<file path="src/rtl/lattice_fetch.sv">
// Lattice cell fetcher: reads the nine Q3.13 distributions of every cell in
// raster order and presents each bundle to the collider over a valid/ready handshake.
module lattice_fetch #(
    parameter int GRID_W = 64,
    parameter int GRID_H = 32,
    parameter int ADDR_W = 15,
    localparam int XW = (GRID_W > 1) ? $clog2(GRID_W) : 1,
    localparam int YW = (GRID_H > 1) ? $clog2(GRID_H) : 1
) (
    input  logic              clk,
    input  logic              rst,
    input  logic              start,
    input  logic [ADDR_W-1:0] base_addr,
    output logic              mem_rd_en,
    output logic [ADDR_W-1:0] mem_addr,
    input  logic [15:0]       mem_rd_data,
    output logic [15:0]       f_null,
    output logic [15:0]       f_n,
    output logic [15:0]       f_ne,
    output logic [15:0]       f_e,
    output logic [15:0]       f_se,
    output logic [15:0]       f_s,
    output logic [15:0]       f_sw,
    output logic [15:0]       f_w,
    output logic [15:0]       f_nw,
    output logic [XW-1:0]     cell_x,
    output logic [YW-1:0]     cell_y,
    output logic              out_valid,
    input  logic              out_ready,
    output logic              busy,
    output logic              done
);

    localparam logic [XW-1:0] X_LAST = XW'(GRID_W - 1);
    localparam logic [YW-1:0] Y_LAST = YW'(GRID_H - 1);

    typedef enum logic [2:0] {IDLE, FETCH, DRAIN, PRESENT, DONE} state_t;

    state_t            state, state_nx;
    logic [3:0]        dir;
    logic [ADDR_W-1:0] base;
    logic [ADDR_W-1:0] cell_off;
    logic              rd_pend;
    logic [3:0]        pend_dir;
    logic [15:0]       slot [9];

    logic last_dir, last_cell;
    assign last_dir  = (dir == 4'd8);
    assign last_cell = (cell_x == X_LAST) && (cell_y == Y_LAST);

    always_ff @(posedge clk) begin
        if (rst) state <= IDLE;
        else     state <= state_nx;
    end

    always_comb begin
        state_nx = state;
        case (state)
            IDLE:    if (start) state_nx = FETCH;
            FETCH:   if (last_dir) state_nx = DRAIN;
            DRAIN:   state_nx = PRESENT;
            PRESENT: if (out_ready) state_nx = last_cell ? DONE : FETCH;
            DONE:    state_nx = IDLE;
            default: state_nx = IDLE;
        endcase
    end

    // cell_off tracks 9*cell_index so the next cell's address needs only an add.
    always_ff @(posedge clk) begin
        if (rst) begin
            dir      <= '0;
            base     <= '0;
            cell_off <= '0;
            mem_addr <= '0;
            cell_x   <= '0;
            cell_y   <= '0;
            rd_pend  <= 1'b0;
            pend_dir <= '0;
            for (int i = 0; i < 9; i++) slot[i] <= '0;
        end else begin
            rd_pend  <= (state == FETCH);
            pend_dir <= dir;
            if (rd_pend) slot[pend_dir] <= mem_rd_data;
            case (state)
                IDLE: if (start) begin
                    base     <= base_addr;
                    cell_off <= '0;
                    mem_addr <= base_addr;
                    dir      <= '0;
                    cell_x   <= '0;
                    cell_y   <= '0;
                end
                FETCH: if (!last_dir) begin
                    dir      <= dir + 4'd1;
                    mem_addr <= mem_addr + ADDR_W'(1);
                end
                PRESENT: if (out_ready && !last_cell) begin
                    dir      <= '0;
                    cell_off <= cell_off + ADDR_W'(9);
                    mem_addr <= base + cell_off + ADDR_W'(9);
                    if (cell_x == X_LAST) begin
                        cell_x <= '0;
                        cell_y <= cell_y + YW'(1);
                    end else begin
                        cell_x <= cell_x + XW'(1);
                    end
                end
                default: ;
            endcase
        end
    end

    assign mem_rd_en = (state == FETCH);
    assign out_valid = (state == PRESENT);
    assign busy      = (state != IDLE);
    assign done      = (state == DONE);

    assign f_null = slot[0];
    assign f_n    = slot[1];
    assign f_ne   = slot[2];
    assign f_e    = slot[3];
    assign f_se   = slot[4];
    assign f_s    = slot[5];
    assign f_sw   = slot[6];
    assign f_w    = slot[7];
    assign f_nw   = slot[8];

endmodule
</file>
<file path="config.mk">
export PLATFORM = sky130hd
export DESIGN_NAME = lattice_fetch
export DESIGN_NICKNAME = d
export VERILOG_FILES = /design/src/rtl/lattice_fetch.sv
export SDC_FILE = /design/constraint.sdc
export NUM_CORES = 1
export LEC_CHECK = 0
export ABC_AREA = 1
export CELL_PAD_IN_SITES_DETAIL_PLACEMENT = 1
export CELL_PAD_IN_SITES_GLOBAL_PLACEMENT = 2
export CORE_UTILIZATION = 31
export CTS_BUF_LIST = sky130_fd_sc_hd__clkbuf_16
export CTS_CLUSTER_SIZE = 16
export DETAILED_ROUTE_END_ITERATION = 7
export HOLD_SLACK_MARGIN = 0.1
export MAX_ROUTING_LAYER = met4
export PLACE_DENSITY_LB_ADDON = 0.1
export SKIP_CTS_REPAIR_TIMING = 1
export SYNTH_ARGS = -nofsm -noshare
export SYNTH_HDL_FRONTEND = slang
export SYNTH_SLANG_ARGS = --single-unit
</file>
<file path="constraint.sdc">
create_clock -name clk -period 2.7 [get_ports clk]
set_clock_uncertainty 0.15 [all_clocks]
set_input_delay 0.405 -clock clk [delete_from_list [all_inputs] [get_ports clk]]
set_output_delay 0.405 -clock clk [all_outputs]
set_load 0.1 [all_outputs]
</file>
## Word-level counts from Yosys, hierarchy flattened

Memory sizes are Yosys's and may differ from the RTL's.
Cells that the tools add are included.

- Flip-flop bits (word level): 68
- Bits in latches: 0
- Bits in writable memories: 144
- Memory bits (read-only): 0
- Input bits: 35
- Output and inout bits: 174
- Logic and storage cells: 75
- Memories: 1

Memory list:

| name | words | bits a word | rd ports | clocked after Yosys merged registers in | write ports | RTL line | source |
|---|---|---|---|---|---|---|---|
| slot | 9 | 16 | 9 | 0 | 9 | 45 | `logic [15:0] slot [9];` |

- Add/subtract/negate cells: 7
- $mul: 0
- Divide/modulo/power cells: 0
- Order comparisons: 0
- Equality and inequality tests: 13
- Shift-type cells: 0
- Muxes and demuxes: 32
- Bitwise operators: 0
- Reduce and logical (&&, ||, !) cells: 13

Operator list:

| kind | number |
|---|---|
| $mux 15 | 5 |
| $pmux 15 s3 | 1 |
| $add 15x4->15 const B | 2 |
| $pmux 15 s2 | 1 |
| $mux 6 | 3 |
| $mux 16 | 1 |
| $mux 4 | 4 |
| $reduce_or 16->1 | 1 |
| $add 15x1->15 const B | 1 |
| $add 15x15->15 | 1 |
| $mux 5 | 3 |
| $mux 3 | 4 |
| $pmux 3 s4 | 1 |
| $pmux 4 s3 | 1 |
| $pmux 6 s2 | 1 |
| $pmux 5 s2 | 1 |
| $ne 2x1->1 const B | 4 |
| $reduce_and 4->1 | 2 |
| $add 6x1->6 const B | 1 |
| $eq 3x2->1 const B | 2 |
| $eq 6x6->1 const B | 1 |
| $mux 1 | 6 |
| $reduce_and 3->1 | 2 |
| $reduce_bool 3->1 | 2 |
| 12 further kinds | 14 |

## Logic depth before layout (Yosys ltp)

Gate-level depths: netlist of run 1.

- Depth after elaboration: 6
- Depth in mapped cells: 16
- Depth with buffers taken out: 16

## Worst setup path before layout of run 1

No wires, ideal clock.

- Path type: register -> output
- Start: register state[2]
- End: output done
- Arrival: 2493 ps
- Required time: 2145 ps
- Slack: -348 ps
- Stages on the path, launching flop included: 3
- Path buffers: 0
- Path through: dfxtp_1 -> inv_2 -> nor3_1

- Longest elaborated chain between the ends: 1

Ends and longest elaborated chain:

| what | RTL line | source |
|---|---|---|
| from (decl) | 39 | `state_t state, state_nx;` |
| from (signal assigned) | 53 | `else state <= state_nx;` |
| $eq 3x3->1 | 116 | `assign done = (state == DONE);` |
| to (decl) | 31 | `output logic done` |

No other way between the ends.

## Worst setup path after layout of run 1

- Start: register state[2]
- End: output mem_rd_en

- Longest elaborated chain between the ends: 1

Ends and longest elaborated chain:

| what | RTL line | source |
|---|---|---|
| $eq 3x1->1 | 113 | `assign mem_rd_en = (state == FETCH);` |
| to (decl) | 14 | `output logic mem_rd_en,` |

No other way between the ends.

==> results of run 1 <==
-- synthesized netlist by cell type (all sizes together) (13+ instances only) --
library cell | n | area, um^2
ha | 34 | 425.4
clkbuf | 19 | 71.32
inv | 119 | 449.2
edfxtp | 144 | 4324
nor2 | 215 | 812.0
clkinv | 16 | 60.06
nand3 | 59 | 300.3
nand4 | 13 | 87.58
nand2 | 200 | 765.7
a21oi | 66 | 330.3
dfxtp | 68 | 1361
o21ai | 40 | 200.2
nor3 | 21 | 121.4
-- how the worst min path moves through the flow --
stage               cells past startpoint     start  slack, ps        to
floorplan                               2  base[10]        280  base[10]
global placement                        2  base[13]        290  base[13]
detailed placement                      2  base[13]        300  base[13]
CTS                                     2  base[13]        310  base[13]
global route                            2  base[12]        330  base[12]
finish                                  2  base[13]        300  base[13]
-- logic make-up after synthesis --
family / Yosys count / share of synthesized area
AO/OA/AOI/OAI: 121 / 0.06724
buffers and inverters: 163 / 0.06516
adder cells (fa/ha/maj): 35 / 0.04612
XOR/XNOR: 7 / 0.006348
AND/OR/NAND/NOR: 522 / 0.2265
flip-flops: 212 / 0.5887
-- power by group --
| group | internal (mW) | leakage [nW] | switching, mW |
|---|---|---|---|
| sequential | 3.73 | 2.04 | 0.259 |
| clock | 1.85 | 0.403 | 1.40 |
| combinational | 0.771 | 3.17 | 2.60 |
| total | 6.36 | 5.62 | 4.25 |
-- through the flow --
stage	utilization	power (mW)	worst slack, ps
2_1_floorplan	-	6.465	105.4
3_3_place_gp	0.3921	7.434	239.8
3_5_place_dp	0.3921	7.453	189.4
4_1_cts	0.4184	10.74	-39.10
5_1_grt	0.4187	11.09	2.534
6_report	0.4187	10.61	164.3
-- sequential cells by signal, indices dropped and copies added (netlist names) --
| register | cells |
|---|---|
| slot | 144 |
| base | 15 |
| cell_off | 15 |
| mem_addr | 15 |
| cell_x | 6 |
| cell_y | 5 |
| dir | 4 |
| pend_dir | 4 |
| state | 3 |
| rd_pend | 1 |
-- critical path: stages, from the launching register on --
cell and delay (ps):
dfxtp_1 410, inv_2 100, nand2_2 90, inv_2 120, nand2_4 150, clkinvlp_4 210, buf_4 210, buf_12 160
-- metal layers --
| metal | wire, um | global-route usage | share of wire |
|---|---|---|---|
| met5 | 0 | - | 0 |
| met4 | 535 | 0.04343 | 0.016 |
| met3 | 1574 | 0.02451 | 0.048 |
| met2 | 15840 | 0.3551 | 0.48 |
| met1 | 15000 | 0.2822 | 0.46 |
-- cells in the final DEF, fill, tap and decap left out, drive strengths merged, types with 3 or more instances in the layout --
cell type / count
nor2: 215
buf: 212
nand2: 200
edfxtp: 144
inv: 123
dfxtp: 68
a21oi: 66
nand3: 59
o21ai: 40
ha: 34
clkdlybuf4s50: 34
clkinv: 28
clkbuf: 26
nor3: 21
nand4: 13
or2: 7
clkinvlp: 5
nand3b: 4
xnor2: 4
xor2: 3
o211ai: 3
-- final cells by class --
| type | instances | area share |
|---|---|---|
| multi-input combinational | 685 | 0.2618 |
| sequential | 212 | 0.4440 |
| tap | 396 | 0.03868 |
| clock buffer | 26 | 0.05080 |
| clock inverter | 22 | 0.01192 |
| timing repair buffer | 246 | 0.1528 |
| inverter | 135 | 0.04005 |
==> metrics.cfg, run 1 <==
[worst_setup_path]
end_kind = primary output
timing.rr.end = mem_addr[13]
worstPathArrival_ps = 1980
timing.rr.start = cell_off[1]
rr_worst_depth = 14
worst_ep_required_time_ps = 2140
startpoint = state[2]
cp_max_fo = 11
worstSetupEndpoint = mem_rd_en
cp-start-kind = register
timing_worst_setup_path_type = reg -> out
r2r_slack_ps = 250

[placed_design]
dpl.cell_count = 1674
gp_congestion = 0.8653
dp_hpwl_mm = 25.47
place_area_um2 = 12000
port_buffers = 208

[synth]
ys_async_sr_fraction = 0
ys_ff_latch = 212
synth_seq_area_share = 0.5887
yosysWarnings = 0
synth_area_um2 = 9658
syn-num-nets = 1130
ys_types = 46
synth_enable_flop_cells = 144
ys.flop_type = edfxtp_1
syn_inst = 1060
avgSynthCellArea_um2 = 9.111

[cells_and_area]
instances_no_fill = 1722
n_antenna_cell = 0
synthToLayoutAreaGrowth_pct = 32.62
regArea_um2 = 5687
nets = 1376
stdcell_area_um2 = 12810
fillers = 3579
multi_input_area_um2 = 3353
drive_above_1_share = 0.2112

[status]
status = complete, no violations

[sta]
worst_slew_pin_slew_ps = 445.3
hold_viol = 0
setup_tns_ps = 0
rsz0062_at_grt = false
period_share = 0.9392
maxSlewViolCount = 0
slew_headroom = 0.7008
hold_ws_ps = 299.0
layout_min_cycle_time_ps = 2536
finalSetupViolations = 0
max_clock_freq_mhz = 394.4

[die]
die_area_um2 = 31860
io_pins = 209
die_w_um = 178.5
fp.dieH_um = 178.5
rows = 64
initial_utilization = 0.3157
core_region_area_um2 = 30590

[run]
maxCapViolations = 0

[detailed_routing]
drc_errors = 0
wl_mm = 32.95
viasPerCell = 4.710
drt_pass1_iterations = 4
ant_nets = 0
vias = 8110
drt-initial-drc-count = 511
wl_per_cell_um = 19.13

[clocking]
clkTransAtPathRegs_ps = 60
cts_buffers = 26
ctsLongestPathBuffers = 3
cts_sinks = 212
clkLatencyLatePin_ps = 530
cts_tree = yes
root_buffer = clkbuf_16
htreeDepth = 1

[pwr]
peakVddDrop_uv = 665.9
power_leakage_nw = 5.618
power_density_nw_per_um2 = 828.1

[global_route]
grt_first_pass_wirelength_mm = 49.56
grt_max_degree = 37
first_global_vias = 8129
grt-ovfl-total = 0
grt_usage = 0.2143
grt_antenna_before_repair = 0

[hold_path]
min_path_type = reg -> reg

Power figures use the tool's default switching activity.
==> run 2, diff against run 1 <==
--- a/config.mk
+++ b/config.mk
@@ -15,7 +15,7 @@
 export HOLD_SLACK_MARGIN = 0.1
 export MAX_ROUTING_LAYER = met4
 export PLACE_DENSITY_LB_ADDON = 0.1
-export SKIP_CTS_REPAIR_TIMING = 1
+export SETUP_SLACK_MARGIN = 0.3
 export SYNTH_ARGS = -nofsm -noshare
 export SYNTH_HDL_FRONTEND = slang
 export SYNTH_SLANG_ARGS = --single-unit
==> metrics.cfg, run 2 (synthesized netlist as in run 1, its figures left out) <==
[pwr]
power_leakage_nw = 5.688  ; +1.2%
p_sw_frac = 0.3985  ; -0.002318
p_switching_mw = 4.243  ; -0.20%
pwr-share-seq = 0.373  ; -0.003
finalPower_mw = 10.65  ; +0.38%
power_frac_comb = 0.325  ; +0.008
power.internal_mw = 6.404  ; +0.77%
power_density_nw_per_um2 = 823.9  ; -0.51%
clockPowerShare = 0.302  ; -0.005
peakVddDrop_uv = 619.1  ; -7.0%

[global_route]
grt-ovfl-total = 0  ; unchanged
grt_usage = 0.2174  ; +0.003056
grt_antenna_before_repair = 0  ; unchanged
grt_first_pass_wirelength_mm = 50.73  ; +2.4%
grt_max_degree = 37  ; unchanged
first_global_vias = 8340  ; +2.6%

[clocking]
ctsHoldBuffers = 0
ctsLongestPathBuffers = 3  ; unchanged
cts_buffers = 25  ; -3.8%
htreeDepth = 1  ; unchanged
cts_sinks = 212  ; unchanged
root_buffer = clkbuf_16
clkTransAtPathRegs_ps = 50  ; about the same
clkLatencyLatePin_ps = 540  ; about the same
cts_tree = yes

[sta]
layout_min_cycle_time_ps = 2266  ; -269.6 ps
hold_ws_ps = 304.4  ; +5.407 ps
hold_viol = 0  ; unchanged
finalSetupViolations = 0  ; unchanged
max_clock_freq_mhz = 441.3  ; +12%
maxSlewViolCount = 0  ; unchanged
setup_ws_ps = 433.9  ; +269.6 ps
period_share = 0.8393  ; -0.09984
setup_tns_ps = 0  ; unchanged
rsz0062_at_grt = true
slew_headroom = 0.6967  ; -0.004095
worst_slew_pin_slew_ps = 452.1  ; +6.774 ps

[cells_and_area]
largest_reg_flops = 144  ; unchanged
final_common_cell = buf_4
top_register = slot
most-common-layout-cells = 217 x buf_4, 210 x nor2_1, 195 x nand2_1, 144 x edfxtp_1, 113 x inv_1
synthToLayoutAreaGrowth_pct = 33.80
fillers = 3555  ; -0.67%
drive_above_1_share = 0.2348  ; +0.02360
nets = 1382  ; +0.44%
n_antenna_cell = 0  ; unchanged

[die]
core_region_area_um2 = 30590  ; unchanged
fp.dieH_um = 178.5  ; unchanged
die_w_um = 178.5  ; unchanged
rows = 64  ; unchanged
initial_utilization = 0.3157  ; unchanged
io_pins = 209  ; unchanged
die_area_um2 = 31860  ; unchanged

[worst_setup_path]
r2r_slack_ps = 430  ; +180 ps
worstPathArrival_ps = 2540  ; +560 ps
timing.rr.start = cell_off[1]
slowest_stage = fa_2
worst_ep_required_time_ps = 2970  ; +830 ps
cp_max_fo = 5  ; -6
timing_worst_setup_path_type = reg -> reg
rr_worst_depth = 10  ; -4
end_kind = register
worstSetupEndpoint = mem_addr[3]
cp-start-kind = register
timing.rr.end = mem_addr[3]
crit_chain = ha_1 > ha_2 > inv_1 > fa_2 > inv_2 > buf_4 > nand2_1 > a32oi_1 > nand3_1 > o211a_1
slowest_delay_ps = 390  ; -20 ps
startpoint = cell_off[1]

[placed_design]
gp_congestion = 0.8404  ; -2.9%
dp_hpwl_mm = 25.49  ; about the same
dpl_worst_slack_ps = 284.2  ; +94.86 ps
port_buffers = 208  ; unchanged

[detailed_routing]
drt_pass1_iterations = 5  ; +1
wl_met2_mm = 15.63  ; -1.3%
highest_layer = met4
drc_errors = 0  ; unchanged
ant_nets = 0  ; unchanged
wl_met1_mm = 15.04  ; +0.25%
vias = 8227  ; +1.4%
wl_mm = 33.25  ; +0.93%
wl_met3_mm = 1.925  ; +22%
viasPerCell = 4.769  ; +1.3%
wl_per_cell_um = 19.28  ; +0.75%
drt-initial-drc-count = 425  ; -17%

[run]
maxCapViolations = 0  ; unchanged

[hold_path]
min_path_type = reg -> reg

[status]
status = complete, no violations

## run 2: changes by cell type in the layout (fill, tap and decap cells not counted), sizes merged
cell,delta
buf,+7
bufinv,+1
clkinvlp,-5
clkinv,-3
clkbuf,-1
inv,+4
## run 2: stage by stage
step	cells	utilization	cell area, um^2
6_report	1725	0.4224	12920
5_1_grt	1725	0.4224	12920
4_1_cts	1721	0.4188	12810
3_5_place_dp	1677	0.3934	12030
3_3_place_gp	1677	0.3934	12030
2_1_floorplan	1060	-	9678
## run 2: worst min path at each step
| stage | from | endpoint | slack (ps) | cells after the start |
|---|---|---|---|---|
| after floorplan | base[10] | base[10] | 280 | 2 |
| after global placement | base[9] | base[9] | 290 | 2 |
| after detailed placement | base[9] | base[9] | 300 | 2 |
| after CTS | base[9] | base[9] | 310 | 2 |
| after global routing | base[6] | base[6] | 330 | 2 |
| final | base[9] | base[9] | 300 | 2 |
## run 2: critical path: cells and delay by family (launching register included)
family                     cells  cell delay (ps)
buffers and inverters          3              240
AOI/OAI and AO/OA              2              400
and+or+nand+nor                2              150
DFF                            1              350
adders and majority gates      3              870
## run 2: routing by layer
| metal | vias up | GRT usage |
|---|---|---|
| met4 | 0 | 0.04873 |
| met1 | 3959 | 0.2837 |
| met2 | 235 | 0.3561 |
| met5 | - | - |
| met3 | 41 | 0.03112 |
| li1 | 3992 | - |
## run 2: power groups by stage
stage	Combinational [mW]	Sequential [mW]	Clock [mW]
floorplan	1.15	5.33	0
global placement	3.43	4.03	0
detailed placement	3.45	4.04	0
CTS	3.47	3.98	3.31
global route	3.69	4.01	3.44
finish	3.46	3.97	3.22
## run 2: timing repair
action                     4_1_cts  5_1_grt
pin swaps                        0        2
setup endpoints to repair        3       13
gates resized for setup          5       29
setup buffers                    0        4
## run 2: area by class of cell
type	instances	area (um^2)	area share
tap	396	495.5	0.03834
timing repair buffer	253	2009	0.1555
clock buffer	25	625.6	0.04841
clock inverter	19	143.9	0.01113
multi-input combinational	685	3417	0.2644
sequential	212	5709	0.4418
inverter	135	521.8	0.04038
==> run 3, diff against run 2 <==
==> constraint.sdc (replaced) <==
create_clock -name clk -period 2.19 [get_ports clk]
set_clock_uncertainty 0.15 [all_clocks]
set_input_delay 0.3285 -clock clk [delete_from_list [all_inputs] [get_ports clk]]
set_output_delay 0.3285 -clock clk [all_outputs]
set_load 0.1 [all_outputs]
==> metrics.cfg, run 3 (synthesized netlist as in run 1, its figures left out) <==
[detailed_routing]
drc_errors = 0  ; unchanged
drt-initial-drc-count = 487  ; +15%
ant_nets = 0  ; unchanged
wl_per_cell_um = 19.30  ; +0.13%
drt_pass1_iterations = 4  ; -1
viasPerCell = 4.778  ; +0.19%
wl_mm = 34.42  ; +3.5%
vias = 8520  ; +3.6%

[worst_setup_path]
worst_ep_required_time_ps = 2440  ; -530 ps
cp-start-kind = register
timing_worst_setup_path_type = reg -> reg
worstPathArrival_ps = 2390  ; -150 ps
crit_family = adder cells
path_buf_inv = 2  ; -1
crit_chain = ha_4 > ha_4 > inv_2 > fa_2 > inv_2 > nand3_2 > nand3_2 > nand3_2 > nand3_2 > nand2_1 > nand3_1 > nand2_1 > nand2_1 > a21oi_1
crit_top_cell = nand3_2
end_kind = register
cp_max_fo = 3  ; -2
slowest_stage = fa_2
slowest_delay_ps = 390  ; about the same

[clocking]
clkLatencyLatePin_ps = 540  ; about the same
cts_sinks = 212  ; unchanged
cts_buffers = 25  ; unchanged
clkTransAtPathRegs_ps = 60  ; about the same
cts_tree = yes
htreeDepth = 1  ; unchanged
root_buffer = clkbuf_16
ctsLongestPathBuffers = 3  ; unchanged

[cells_and_area]
largest_reg_flops = 144  ; unchanged
synthToLayoutAreaGrowth_pct = 51.31
n_antenna_cell = 0  ; unchanged
fillers = 3436  ; -3.3%
top_register = slot
multi_input_area_um2 = 4277  ; +25%
nets = 1442  ; +4.3%
most-common-layout-cells = 243 x buf_4, 199 x nor2_1, 165 x nand2_1, 144 x edfxtp_1, 99 x inv_1
regArea_um2 = 5792  ; +1.4%
post-route-util = 0.4777  ; +0.05530
drive_above_1_share = 0.3792  ; +0.1445
final_common_cell = buf_4

[die]
rows = 64  ; unchanged
die_area_um2 = 31860  ; unchanged
die_w_um = 178.5  ; unchanged
fp.dieH_um = 178.5  ; unchanged
core_region_area_um2 = 30590  ; unchanged
io_pins = 209  ; unchanged
initial_utilization = 0.3157  ; unchanged

[status]
status = complete, no violations

[sta]
layout_min_cycle_time_ps = 2145  ; -121.0 ps
maxSlewViolCount = 0  ; unchanged
hold_viol = 0  ; unchanged
hold_ws_ps = 296.2  ; -8.187 ps
finalSetupViolations = 0  ; unchanged
rsz0062_at_grt = true
slew_headroom = 0.6786  ; -0.01810
max_clock_freq_mhz = 466.2  ; +5.6%
period_share = 0.9795  ; +0.1402
worst_slew_pin_slew_ps = 479.1  ; +26.98 ps

[global_route]
grt-ovfl-total = 0  ; unchanged
first_global_vias = 8592  ; +3.0%
grt_first_pass_wirelength_mm = 50.79  ; +0.12%
grt_usage = 0.2186  ; +0.001287
grt_antenna_before_repair = 0  ; unchanged
grt_max_degree = 31  ; -16%

[pwr]
power_leakage_nw = 6.199  ; +9.0%
p_switching_mw = 5.779  ; +36%
power.internal_mw = 8.568  ; +34%
p_sw_frac = 0.4028  ; +0.004294
power_density_nw_per_um2 = 981.7  ; +19%
clockPowerShare = 0.269  ; -0.033
power_frac_comb = 0.384  ; +0.059
peakVddDrop_uv = 761.5  ; +23%
pwr-share-seq = 0.347  ; -0.026
finalPower_mw = 14.35  ; +35%

[run]
maxCapViolations = 0  ; unchanged

[placed_design]
port_buffers = 208  ; unchanged
dp_hpwl_mm = 24.27  ; -4.8%
gp_congestion = 0.8428  ; +0.29%

[hold_path]
min_path_type = in -> reg

==> run 3: changes by cell type in the layout (fill, tap and decap cells not counted), moves of 15 or more <==
cell	delta
ha_4	+28
buf_12	+15
nand2_2	+20
dfxtp_4	+17
dfxtp_2	+15
nand3_1	-16
ha_1	-29
nand2_1	-30
buf_4	+26
dfxtp_1	-32
==> run 3: layout make-up <==
cell class,count,share of cell area
tap,396,0.03390
sequential,212,0.3963
timing repair inverter,1,0.001113
multi-input combinational,686,0.2926
inverter,135,0.03870
clock buffer,25,0.04281
clock inverter,17,0.007620
timing repair buffer,311,0.1869
==> run 3: path summary, 6_finish.rpt <==
| check | startpoint | endpoint | slack [ps] | cells after the start |
|---|---|---|---|---|
| max | base[1] | mem_addr[13] | 40 | 14 |
| min | base_addr[0] | mem_addr[0] | 300 | 3 |
| max reg2reg | base[1] | mem_addr[13] | 40 | 14 |
| min reg2reg | base[14] | base[14] | 310 | 2 |
==> run 3: worst register-to-register path, delay by kind of cell, from the launching register on <==
family	cells	cell delay [ps]
compound gates	1	50
fa+ha+maj	3	800
buf+inv	2	140
flops	1	330
simple gates	8	550
==> run 3: power groups by stage <==
stage | sequential [mW] | clock (mW) | combinational, mW
after floorplan | 6.62 | 0 | 1.61
after global placement | 5.02 | 0 | 4.56
after detailed placement | 5.02 | 0 | 4.59
after CTS | 4.96 | 3.94 | 4.99
after global routing | 5.02 | 4.13 | 5.81
final | 4.98 | 3.86 | 5.51
==> run 3: routing by layer <==
metal,vias up,track usage,share of wire
li1,4128,-,-
met1,4174,0.2922,0.47
met2,182,0.3532,0.47
met3,36,0.02984,0.043
met4,0,0.04484,0.013
met5,-,-,0
==> run 3: what timing repair did <==
item | CTS | global route
pin swaps | 55 | 41
resized for setup | 104 | 98
setup buffers | 23 | 18
hold buffers | 0 | 0
gates cloned | 2 | 2
endpoints found under the setup margin | 43 | 64
==> run 3: through the flow <==
step	instances	TNS, ps	instance area (um^2)	worst slack, ps
2_1_floorplan	1060	0	10040	120.3
3_3_place_gp	1696	-0.5634	12660	-0.2049
3_5_place_dp	1696	-106.2	12660	-10.24
4_1_cts	1763	0	14060	55.28
5_1_grt	1783	-61.32	14610	-32.94
6_report	1783	0	14610	44.83
